==> src/rtl/icache_refill_unit_pkg.sv <==
// Shared types and constants for the instruction-cache refill path.
// Burst geometry helpers derive beat count and offset width from the line size.
package icache_refill_unit_pkg;

  typedef enum logic [1:0] {IDLE, ADDR, DATA, WRITE} refill_state_t;

  localparam logic [1:0] AXI_BURST_INCR = 2'b01;
  localparam logic [1:0] AXI_RESP_OKAY  = 2'b00;

  function automatic int beats_of(input int block_w, input int data_w);
    return block_w / data_w;
  endfunction

  function automatic int ofs_of(input int block_w);
    return $clog2(block_w / 8);
  endfunction

  // A single-beat line still needs a one-bit counter to keep the types legal.
  function automatic int cnt_width(input int beats);
    return (beats > 1) ? $clog2(beats) : 1;
  endfunction

endpackage

==> src/rtl/icache_refill_unit.sv <==
// AXI4 read master that fetches one cache line per icache miss and
// presents it to the icache write port as a single-cycle strobe.
module icache_refill_unit
  import icache_refill_unit_pkg::*;
#(
  parameter int ADDR_WIDTH  = 64,
  parameter int BLOCK_WIDTH = 512,
  parameter int DATA_WIDTH  = 64
) (
  input  logic                   i_clk,
  input  logic                   i_arstn,
  input  logic                   i_miss,
  input  logic [ADDR_WIDTH-1:0]  i_read_addr,
  output logic                   o_ar_valid,
  input  logic                   i_ar_ready,
  output logic [ADDR_WIDTH-1:0]  o_ar_addr,
  output logic [7:0]             o_ar_len,
  output logic [2:0]             o_ar_size,
  output logic [1:0]             o_ar_burst,
  input  logic                   i_r_valid,
  output logic                   o_r_ready,
  input  logic [DATA_WIDTH-1:0]  i_r_data,
  input  logic [1:0]             i_r_resp,
  input  logic                   i_r_last,
  output logic                   o_instr_we,
  output logic [BLOCK_WIDTH-1:0] o_instr_block,
  output logic                   o_stall,
  output logic                   o_error
);

  localparam int BEATS = beats_of(BLOCK_WIDTH, DATA_WIDTH);
  localparam int OFS   = ofs_of(BLOCK_WIDTH);
  localparam int CW    = cnt_width(BEATS);
  localparam logic [CW-1:0] LAST_BEAT = CW'(BEATS - 1);
  localparam logic [ADDR_WIDTH-1:0] BLOCK_MASK =
    ~ADDR_WIDTH'((64'd1 << OFS) - 64'd1);

  refill_state_t          state_reg;
  logic [CW-1:0]          beat_cnt_reg;
  logic [BLOCK_WIDTH-1:0] line_reg;

  assign o_ar_len      = 8'(BEATS - 1);
  assign o_ar_size     = 3'($clog2(DATA_WIDTH / 8));
  assign o_ar_burst    = AXI_BURST_INCR;
  assign o_instr_block = line_reg;
  // Combinational in IDLE so fetch freezes in the very cycle of the miss.
  assign o_stall       = i_miss | (state_reg != IDLE);

  always_ff @(posedge i_clk or negedge i_arstn) begin
    if (!i_arstn) begin
      state_reg    <= IDLE;
      beat_cnt_reg <= '0;
      line_reg     <= '0;
      o_ar_addr    <= '0;
      o_ar_valid   <= 1'b0;
      o_r_ready    <= 1'b0;
      o_instr_we   <= 1'b0;
      o_error      <= 1'b0;
    end else begin
      case (state_reg)
        IDLE: begin
          if (i_miss) begin
            o_ar_addr    <= i_read_addr & BLOCK_MASK;
            beat_cnt_reg <= '0;
            o_ar_valid   <= 1'b1;
            state_reg    <= ADDR;
          end
        end
        ADDR: begin
          if (i_ar_ready) begin
            o_ar_valid <= 1'b0;
            o_r_ready  <= 1'b1;
            state_reg  <= DATA;
          end
        end
        DATA: begin
          if (i_r_valid) begin
            line_reg[beat_cnt_reg*DATA_WIDTH +: DATA_WIDTH] <= i_r_data;
            if (i_r_resp != AXI_RESP_OKAY) o_error <= 1'b1;
            if (beat_cnt_reg == LAST_BEAT) begin
              if (!i_r_last) o_error <= 1'b1;
              o_r_ready  <= 1'b0;
              o_instr_we <= 1'b1;
              state_reg  <= WRITE;
            end else if (i_r_last) begin
              // Truncated burst: the partial line is never written.
              o_error   <= 1'b1;
              o_r_ready <= 1'b0;
              state_reg <= IDLE;
            end else begin
              beat_cnt_reg <= beat_cnt_reg + 1'b1;
            end
          end
        end
        WRITE: begin
          o_instr_we <= 1'b0;
          state_reg  <= IDLE;
        end
        default: state_reg <= IDLE;
      endcase
    end
  end

endmodule

==> config.mk <==
export PLATFORM = sky130hd
export DESIGN_NAME = icache_refill_unit
export DESIGN_NICKNAME = d
export VERILOG_FILES = /design/src/rtl/icache_refill_unit_pkg.sv /design/src/rtl/icache_refill_unit.sv
export SDC_FILE = /design/constraint.sdc
export NUM_CORES = 1
export LEC_CHECK = 0
export CAP_MARGIN = 20
export CORE_AREA = 5 5 277 279
export CTS_CLUSTER_DIAMETER = 40
export DETAILED_ROUTE_END_ITERATION = 7
export DIE_AREA = 0 0 282 284
export HOLD_SLACK_MARGIN = 0.03
export MAX_ROUTING_LAYER = met4
export PLACE_DENSITY = 0.66
export SYNTH_ARGS = -nofsm -noshare
export SYNTH_HDL_FRONTEND = slang
export SYNTH_SLANG_ARGS = --single-unit
==> constraint.sdc <==
create_clock -name i_clk -period 4.11 [get_ports i_clk]
set_clock_uncertainty 0.2 [all_clocks]
set_input_delay 0.6165 -clock i_clk [delete_from_list [all_inputs] [get_ports i_clk]]
set_output_delay 0.6165 -clock i_clk [all_outputs]
set_load 0.01 [all_outputs]
==> results.cfg, run 1 <==
[detailed_routing]
totalWireLength_um = 83300
drt_iter0_drc = 672
drcViolationCount = 0
vias_per_cell = 4.77
drt_first_pass_iters = 4
detailroute.via_count = 16442
wl_per_cell_um = 24.2
final_antenna_net_count = 0

[sta]
finalHoldWorstSlack_ns = 0.276
final.setup.worst_slack_ns = 1.07
tightest_slew_ns = 0.893
rsz0062_at_grt = false
final_setup_violating_endpoints = 0
slew_violations = 0
post-route-min-period_ns = 3.04
achievable-frequency_ghz = 0.329
period_share_pct = 74.0
relSlewSlack_pct = 40.4
tns_ns = 0
hold_viol = 0

[logic_synthesis]
synth-edff-count = 0
syn_avg_cell_area_sq_um = 14.9
sequential_cell_area_fraction_in_the_yosys_report_pct = 59.1
postSynthCellCount = 1648
postSynth.asyncResetShare_pct = 100
yosys_warnings = 0
dominantRegCellSynth = dfrtp_1
synth.ff_latch_count = 579
yosysUniqueCellTypes = 38
netlist_area_sq_mm = 0.0245

[clock_tree]
ctsHtreeMaxLevel = 3
clkSlewWorstSetupHoldPaths_ns = 0.05
numCtsBuffers = 99
tritoncts = built
clock_path_buffers = 3
post_cts.resized_instances = 0
clkSinkCount = 579
worstSkewPairLatency_ns = 0.60
post_cts_hold_buffer_count = 1
cts.repair_timing.setup_buffer_count = 0
clk_root_buffer_cell = clkbuf_16

[floorplanning]
initial_core_util_pct = 33.1
die_height_um = 284
num_rows = 100
die_width_um = 282
die-area_sq_mm = 0.0801
pin_count = 730
design.core.area_sq_mm = 0.0739

[status]
run_status = finished clean

[critical_path]
worstSetupPathType = reg2reg
critical_path.max_fanout = 23
worstPathRequired_ns = 4.41
setup.worst_path.end_class = flip-flop
cp_launch_type = flip-flop
worst-endpoint-arrival_ns = 3.34

[final_layout]
layout-area-overhead-vs-synth_pct = 46.9
layout.nets = 2539
instances_no_fill = 3449
multi_input_area_sq_mm = 0.00902
sequential_cell_area_sq_mm = 0.0145
fillCellCount = 6323
drive_above_1_share_pct = 18.9
layout.core_utilization_pct = 48.7
largest_register_ff_count = 512

[placed_design]
finalWeightedCongestion = 0.821
dp_cells = 3263
io_buffers = 704
placement.setup.worst_slack_ns = 0.881
hpwl_um = 58600

[grt]
via_count_of_the_first_global_routing_pass = 18617
grt_remaining_overflow = 0
grt_max_degree = 108
grt_antenna_before_repair = 6
grt_pass1_wl_um = 123000
grt_usage_pct = 21.0

[pwr]
p_leak_nw = 16.6
power_density_mw_per_mm2 = 540
power.ir.vdd_worst_mv = 0.439

[worst_hold_path]
hold_path_class = reg2reg

[run]
max-cap-violations = 0
[layout by cell type (no fill, tap or decap), drive strengths merged, types with 2 or more instances in the layout]
cell	synthesis	final
clkinvlp	0	11
o21ai	7	7
buf	90	41
mux2	506	506
diode	0	5
nand2b	2	2
inv	70	83
nor3	3	3
nand3b	2	2
and3b	2	2
ha	7	7
and2	157	157
clkdlybuf4s50	0	703
and3	39	39
nor3b	3	3
nand2	66	66
nand3	2	2
bufinv	0	12
mux2i	65	65
nor4b	4	4
conb	2	19
clkinv	0	26
clkbuf	25	118
dfrtp	579	579
a21oi	5	5
[worst paths after layout]
check                                     end  slack [ns]  cells past startpoint       startpoint
max                        o_instr_block[130]        1.07                      7  beat_cnt_reg[1]
min                                   o_error        0.28                      1          o_error
max reg2reg                o_instr_block[130]        1.07                      7  beat_cnt_reg[1]
min reg2reg                           o_error        0.28                      1          o_error
max in group asynchronous  o_instr_block[118]        2.20                      4          i_arstn
min in group asynchronous  o_instr_block[105]        0.40                      2          i_arstn
[power breakdown]
part	switching [mW]	internal (mW)	total, mW
registers	0.468	6.51	6.98
logic	1.86	2.18	4.04
clock network	3.00	5.42	8.42
[cells in the mapped netlist (2+ instances only)]
cell type	count	area, sq um
nand2_1	66	248
nor3_1	2	10.0
clkbuf_1	25	93.8
mux2i_1	65	651
dfrtp_1	579	14500
a21oi_1	5	25.0
and3_1	39	244
mux2_4	180	2700
and2_1	157	982
mux2_1	268	3020
inv_1	70	263
nand3_1	2	10.0
o21ai_0	7	35.0
nor3b_1	2	15.0
buf_6	39	439
mux2_2	58	653
buf_2	20	100
and3b_1	2	17.5
nand2b_1	2	12.5
nor4b_1	4	35.0
conb_1	2	7.51
ha_1	7	87.6
nand3b_1	2	15.0
buf_4	31	233
[layout make-up]
type | instances | area share, %
sequential | 579 | 40.3
multi-input combinational | 901 | 25.1
timing repair buffer | 745 | 21.0
clock buffer | 118 | 7.39
tap | 969 | 3.37
clock inverter | 62 | 2.17
inverter | 70 | 0.730
antenna | 5 | 0.0348
[critical path: stages (launching register included)]
cell and delay (ns):
dfrtp_1 0.46, inv_1 0.13, ha_2 0.20, ha_1 0.40, o31a_1 0.26, and3_4 0.58, buf_12 0.31, mux2_1 0.35
[per-stage QoR]
stage | instance area (sq um) | total power, mW
global placement | 32500 | 11.0
floorplan | 24600 | 8.61
global route | 36000 | 20.3
CTS | 36000 | 19.7
finish | 36000 | 19.4
detailed placement | 32500 | 11.1
[routing by layer]
| metal | GRT usage [%] | wire, um | vias up |
|---|---|---|---|
| li1 | - | - | 7092 |
| met1 | 23.6 | 32000 | 8533 |
| met2 | 35.4 | 42100 | 633 |
| met3 | 5.22 | 5650 | 184 |
| met5 | - | 0 | - |
| met4 | 9.03 | 3570 | 0 |
[logic make-up (layout without fill, tap and decap cells)]
logic type	count (synthesis)	count (layout)	share of synthesized area (%)
flip-flops	579	579	59.1
multiplexers	571	571	28.7
AND/OR/NAND/NOR	286	286	6.75
buffers and inverters	185	995	4.61
AO/OA/AOI/OAI	17	17	0.403
adder cells (fa/ha/maj)	7	7	0.357
other	2	24	0.0307
XOR/XNOR	1	1	0.0358
(Power assumes the default switching activity.)
==> inputs of run 2 (changes only) <==
clock period = 2.8 ns   (was 4.11 ns; I/O delays follow)
==> results.cfg, run 2 (same netlist as run 1, synthesis figures left out) <==
[critical_path]
rr_worst_depth = 6
worst-endpoint-arrival_ns = 2.92
critical_path.max_fanout = 29
cp_launch_type = flip-flop
worstSetupPathType = reg2reg
setup.worst_path.end_class = flip-flop
worstPathRequired_ns = 3.10

[sta]
final.setup.worst_slack_ns = 0.183
tns_ns = 0
post-route-min-period_ns = 2.62
final_setup_violating_endpoints = 0
achievable-frequency_ghz = 0.382
rsz0062_at_grt = false
period_share_pct = 93.4
tightest_slew_ns = 0.937
hold_viol = 0
slew_violations = 0
relSlewSlack_pct = 37.5

[floorplanning]
num_rows = 100
die_height_um = 284
die-area_sq_mm = 0.0801
design.core.area_sq_mm = 0.0739
pin_count = 730
initial_core_util_pct = 33.1
die_width_um = 282

[placed_design]
placement.setup.worst_slack_ns = 0.0421
hpwl_um = 61100
dp_cells = 3304
finalWeightedCongestion = 0.847
io_buffers = 704

[final_layout]
layout-area-overhead-vs-synth_pct = 48.9
layout.nets = 2579
final_cell_mix = clkdlybuf4s50_1 (702), dfrtp_1 (577), mux2_1 (268)
sequential_cell_area_sq_mm = 0.0145
fillCellCount = 6263
drive_above_1_share_pct = 20.3
mostFrequentLayoutCell = clkdlybuf4s50_1
multi_input_area_sq_mm = 0.00902
largest_register_ff_count = 512
instances_no_fill = 3487

[clock_tree]
clkSinkCount = 579
numCtsBuffers = 96
clkSlewWorstSetupHoldPaths_ns = 0.05
tritoncts = built
clk_root_buffer_cell = clkbuf_16
clock_path_buffers = 3
ctsHtreeMaxLevel = 3
worstSkewPairLatency_ns = 0.61

[detailed_routing]
vias_per_cell = 4.75
drt_iter0_drc = 721
detailroute.via_count = 16557
totalWireLength_um = 84500
drt_first_pass_iters = 4
final_antenna_net_count = 0
wl_per_cell_um = 24.2
drcViolationCount = 0

[pwr]
p_leak_nw = 16.8
power_density_mw_per_mm2 = 784
power.ir.vdd_worst_mv = 0.591

[grt]
via_count_of_the_first_global_routing_pass = 18404
gr-usage-met1_pct = 24.5
grt_most_used_layer = met2
grt_max_degree = 78
use_met2_pct = 35.6
grt_remaining_overflow = 0
globalRouteMet3Util_pct = 5.97
grt_pass1_wl_um = 124000
grt_antenna_before_repair = 6
grt_usage_pct = 21.1

[status]
run_status = finished clean

[run]
max-cap-violations = 0

[worst_hold_path]
hold_path_class = in2async
-- run 2: through the flow --
stage / utilization, % / instance area, sq um / total power, mW / hold slack [ns]
final: 49.3 / 36500 / 28.6 / 0.165
after global routing: 49.3 / 36500 / 29.8 / 0.161
after CTS: 49.3 / 36400 / 29.0 / 0.140
after detailed placement: 44.6 / 33000 / 16.5 / 0.255
after global placement: 44.6 / 33000 / 16.3 / 0.250
after floorplan: - / 24600 / 12.6 / -0.0756
-- run 2: layer usage --
metal	wire, um	vias to the layer above	share of wire (%)
li1	-	7171	-
met3	6580	149	7.8
met1	32800	8568	39
met4	2700	0	3.2
met5	0	-	0
met2	42500	669	50
-- run 2: path summary, 6_finish.rpt --
kind,start,endpoint,slack [ns]
min,i_arstn,o_instr_block[2],0.17
max,beat_cnt_reg[1],o_instr_block[365],0.18
min in group i_clk,i_read_addr[11],o_ar_addr[11],0.19
max in group asynchronous,i_arstn,o_instr_block[475],1.28
max reg2reg,beat_cnt_reg[1],o_instr_block[365],0.18
min reg2reg,o_instr_block[383],o_instr_block[383],0.28
-- run 2: layout make-up --
class                   count  area share (%)
diodes                      1         0.00686
clock buffers             113            7.07
clock inverters            66            2.28
inverters                  70           0.720
multi-input cells         901            24.7
flip-flops and latches    579            39.7
well taps                 969            3.32
repair buffers            788            22.1
-- run 2: power breakdown --
group	total, mW	internal [mW]	switching (mW)
clock network	12.3	7.81	4.47
registers	10.2	9.56	0.677
logic	6.09	3.28	2.81
total	28.6	20.7	7.96
-- run 2: repair_timing --
item / CTS / global route
buffers inserted: 0 / 2
pin swaps: 0 / 1
hold endpoints to repair: 87 / 0
gates cloned: 0 / 0
gates resized for setup: 1 / 2
hold buffers: 1 / 0
endpoints found under the setup margin: 1 / 130
-- run 2: critical path, stage by stage, from the launching register on --
cell	delay (ns)
dfrtp_2	0.44
inv_1	0.11
ha_2	0.20
ha_1	0.31
and3b_2	0.57
and2_1	0.35
mux2_1	0.30
==> inputs of run 3 (changes only) <==
CORE_AREA = 5 5 284 286   (was 5 5 277 279)
DIE_AREA = 0 0 289 291   (was 0 0 282 284)
PLACE_DENSITY = 0.63   (was 0.66)
==> results.cfg, run 3 (same netlist as run 1, synthesis figures left out) <==
[clock_tree]
clkSlewWorstSetupHoldPaths_ns = 0.05
numCtsBuffers = 97
clock_path_buffers = 3
tritoncts = built
ctsHtreeMaxLevel = 3
clkSinkCount = 579
clk_root_buffer_cell = clkbuf_16
worstSkewPairLatency_ns = 0.62

[detailed_routing]
drt_iter0_drc = 738
detailroute.via_count = 16385
drt_first_pass_iters = 4
totalWireLength_um = 83200
final_antenna_net_count = 0
wl_per_cell_um = 23.4
drcViolationCount = 0
vias_per_cell = 4.61

[sta]
finalHoldWorstSlack_ns = 0.168
post-route-min-period_ns = 2.65
period_share_pct = 94.6
achievable-frequency_ghz = 0.378
final_setup_violating_endpoints = 0
tns_ns = 0
hold_viol = 0
relSlewSlack_pct = 42.5
tightest_slew_ns = 0.862
rsz0062_at_grt = false
slew_violations = 0

[final_layout]
largest_register_ff_count = 512
instances_no_fill = 3554
mostFrequentLayoutCell = clkdlybuf4s50_1
final_cell_mix = clkdlybuf4s50_1 (702), dfrtp_1 (577), mux2_1 (268)
layout.nets = 2556
layout-area-overhead-vs-synth_pct = 48.7
drive_above_1_share_pct = 19.7

[critical_path]
max_stage_delay_ns = 0.42
timing.rr.start = beat_cnt_reg[1]
rr_worst_depth = 7
cp_common_cell = ha_2
worstSetupPathType = reg2reg
cp_launch_type = flip-flop
r2r_slack_ns = 0.15
reg2reg_to = o_instr_block[195]
setup.worst_path.end_class = flip-flop
crit_path_top_delay_cell = dfrtp_2
worst-endpoint-arrival_ns = 2.93
cell_by_cell_trace_of_the_critical_path = inv_1, ha_2, ha_2, o31a_1, and3_4, buf_16, mux2_1
worstPathRequired_ns = 3.08
critical_path.max_fanout = 35

[status]
run_status = finished clean

[pwr]
power_density_mw_per_mm2 = 790
power.ir.vdd_worst_mv = 0.588
p_leak_nw = 16.7

[floorplanning]
die_height_um = 291
die_width_um = 289
die-area_sq_mm = 0.0841
pin_count = 730
initial_core_util_pct = 31.4
design.core.area_sq_mm = 0.0781
num_rows = 103

[placed_design]
finalWeightedCongestion = 0.824
io_buffers = 704
dp_cells = 3363
hpwl_um = 59900

[grt]
grt_antenna_before_repair = 7
grt_pass1_wl_um = 123000
grt_max_degree = 78
via_count_of_the_first_global_routing_pass = 18251
grt_remaining_overflow = 0
grt_usage_pct = 19.9

[worst_hold_path]
hold_path_class = in2async

[run]
max-cap-violations = 0
-- run 3: where the power goes --
part	leakage [nW]	switching, mW	internal [mW]
clock	1.67	4.55	7.94
sequential	7.51	0.664	9.56
combinational	7.53	2.78	3.28
-- run 3: per-stage QoR --
| step | worst slack [ns] | cell area, sq um | utilization [%] | total power, mW |
|---|---|---|---|---|
| 2_1_floorplan | 0.0159 | 24600 | - | 12.6 |
| 3_3_place_gp | 0.158 | 32900 | 42.1 | 16.3 |
| 3_5_place_dp | 0.101 | 32900 | 42.1 | 16.5 |
| 4_1_cts | 0.0667 | 36400 | 46.6 | 29.2 |
| 5_1_grt | 0.0649 | 36400 | 46.6 | 30.0 |
| 6_report | 0.152 | 36400 | 46.6 | 28.8 |
-- run 3: final cells by class --
type | instances | area, sq um
inverter | 70 | 263
tap | 1050 | 1310
timing repair buffer | 764 | 7840
clock inverter | 65 | 817
fill | 6892 | 41700
multi-input combinational | 901 | 9020
antenna | 6 | 15.0
clock buffer | 119 | 2670
sequential | 579 | 14500
-- run 3: what timing repair did --
item	4_1_cts	5_1_grt
gates resized for setup	1	3
gates cloned	0	0
pin swaps	0	0
hold endpoints to repair	63	0
setup buffers	0	0
endpoints found under the setup margin	1	51
hold buffers	1	0
-- run 3: routing by layer --
layer | part of all wire (%) | vias up | global-route usage, %
li1 | - | 7143 | -
met1 | 40 | 8419 | 23.7
met2 | 48 | 640 | 32.1
met3 | 8.1 | 183 | 5.35
met4 | 4.0 | 0 | 7.83
met5 | 0 | - | -
-- run 3: critical path: cells and delay by family (launching register included) --
family | cells | cell delay, ns
compound gates | 1 | 0.23
fa+ha+maj | 2 | 0.59
buf+inv | 2 | 0.34
flops | 1 | 0.42
mux | 1 | 0.36
simple gates | 1 | 0.26
-- run 3: worst max path at each step --
stage,from,end,slack (ns),cells after the start
finish,beat_cnt_reg[1],o_instr_block[195],0.15,7
CTS,beat_cnt_reg[1],o_instr_block[195],0.07,7
detailed placement,beat_cnt_reg[1],o_instr_block[195],0.10,7
global placement,beat_cnt_reg[1],o_instr_block[194],0.16,7
floorplan,beat_cnt_reg[0],o_instr_block[324],0.02,10
global route,beat_cnt_reg[1],o_instr_block[192],0.06,7
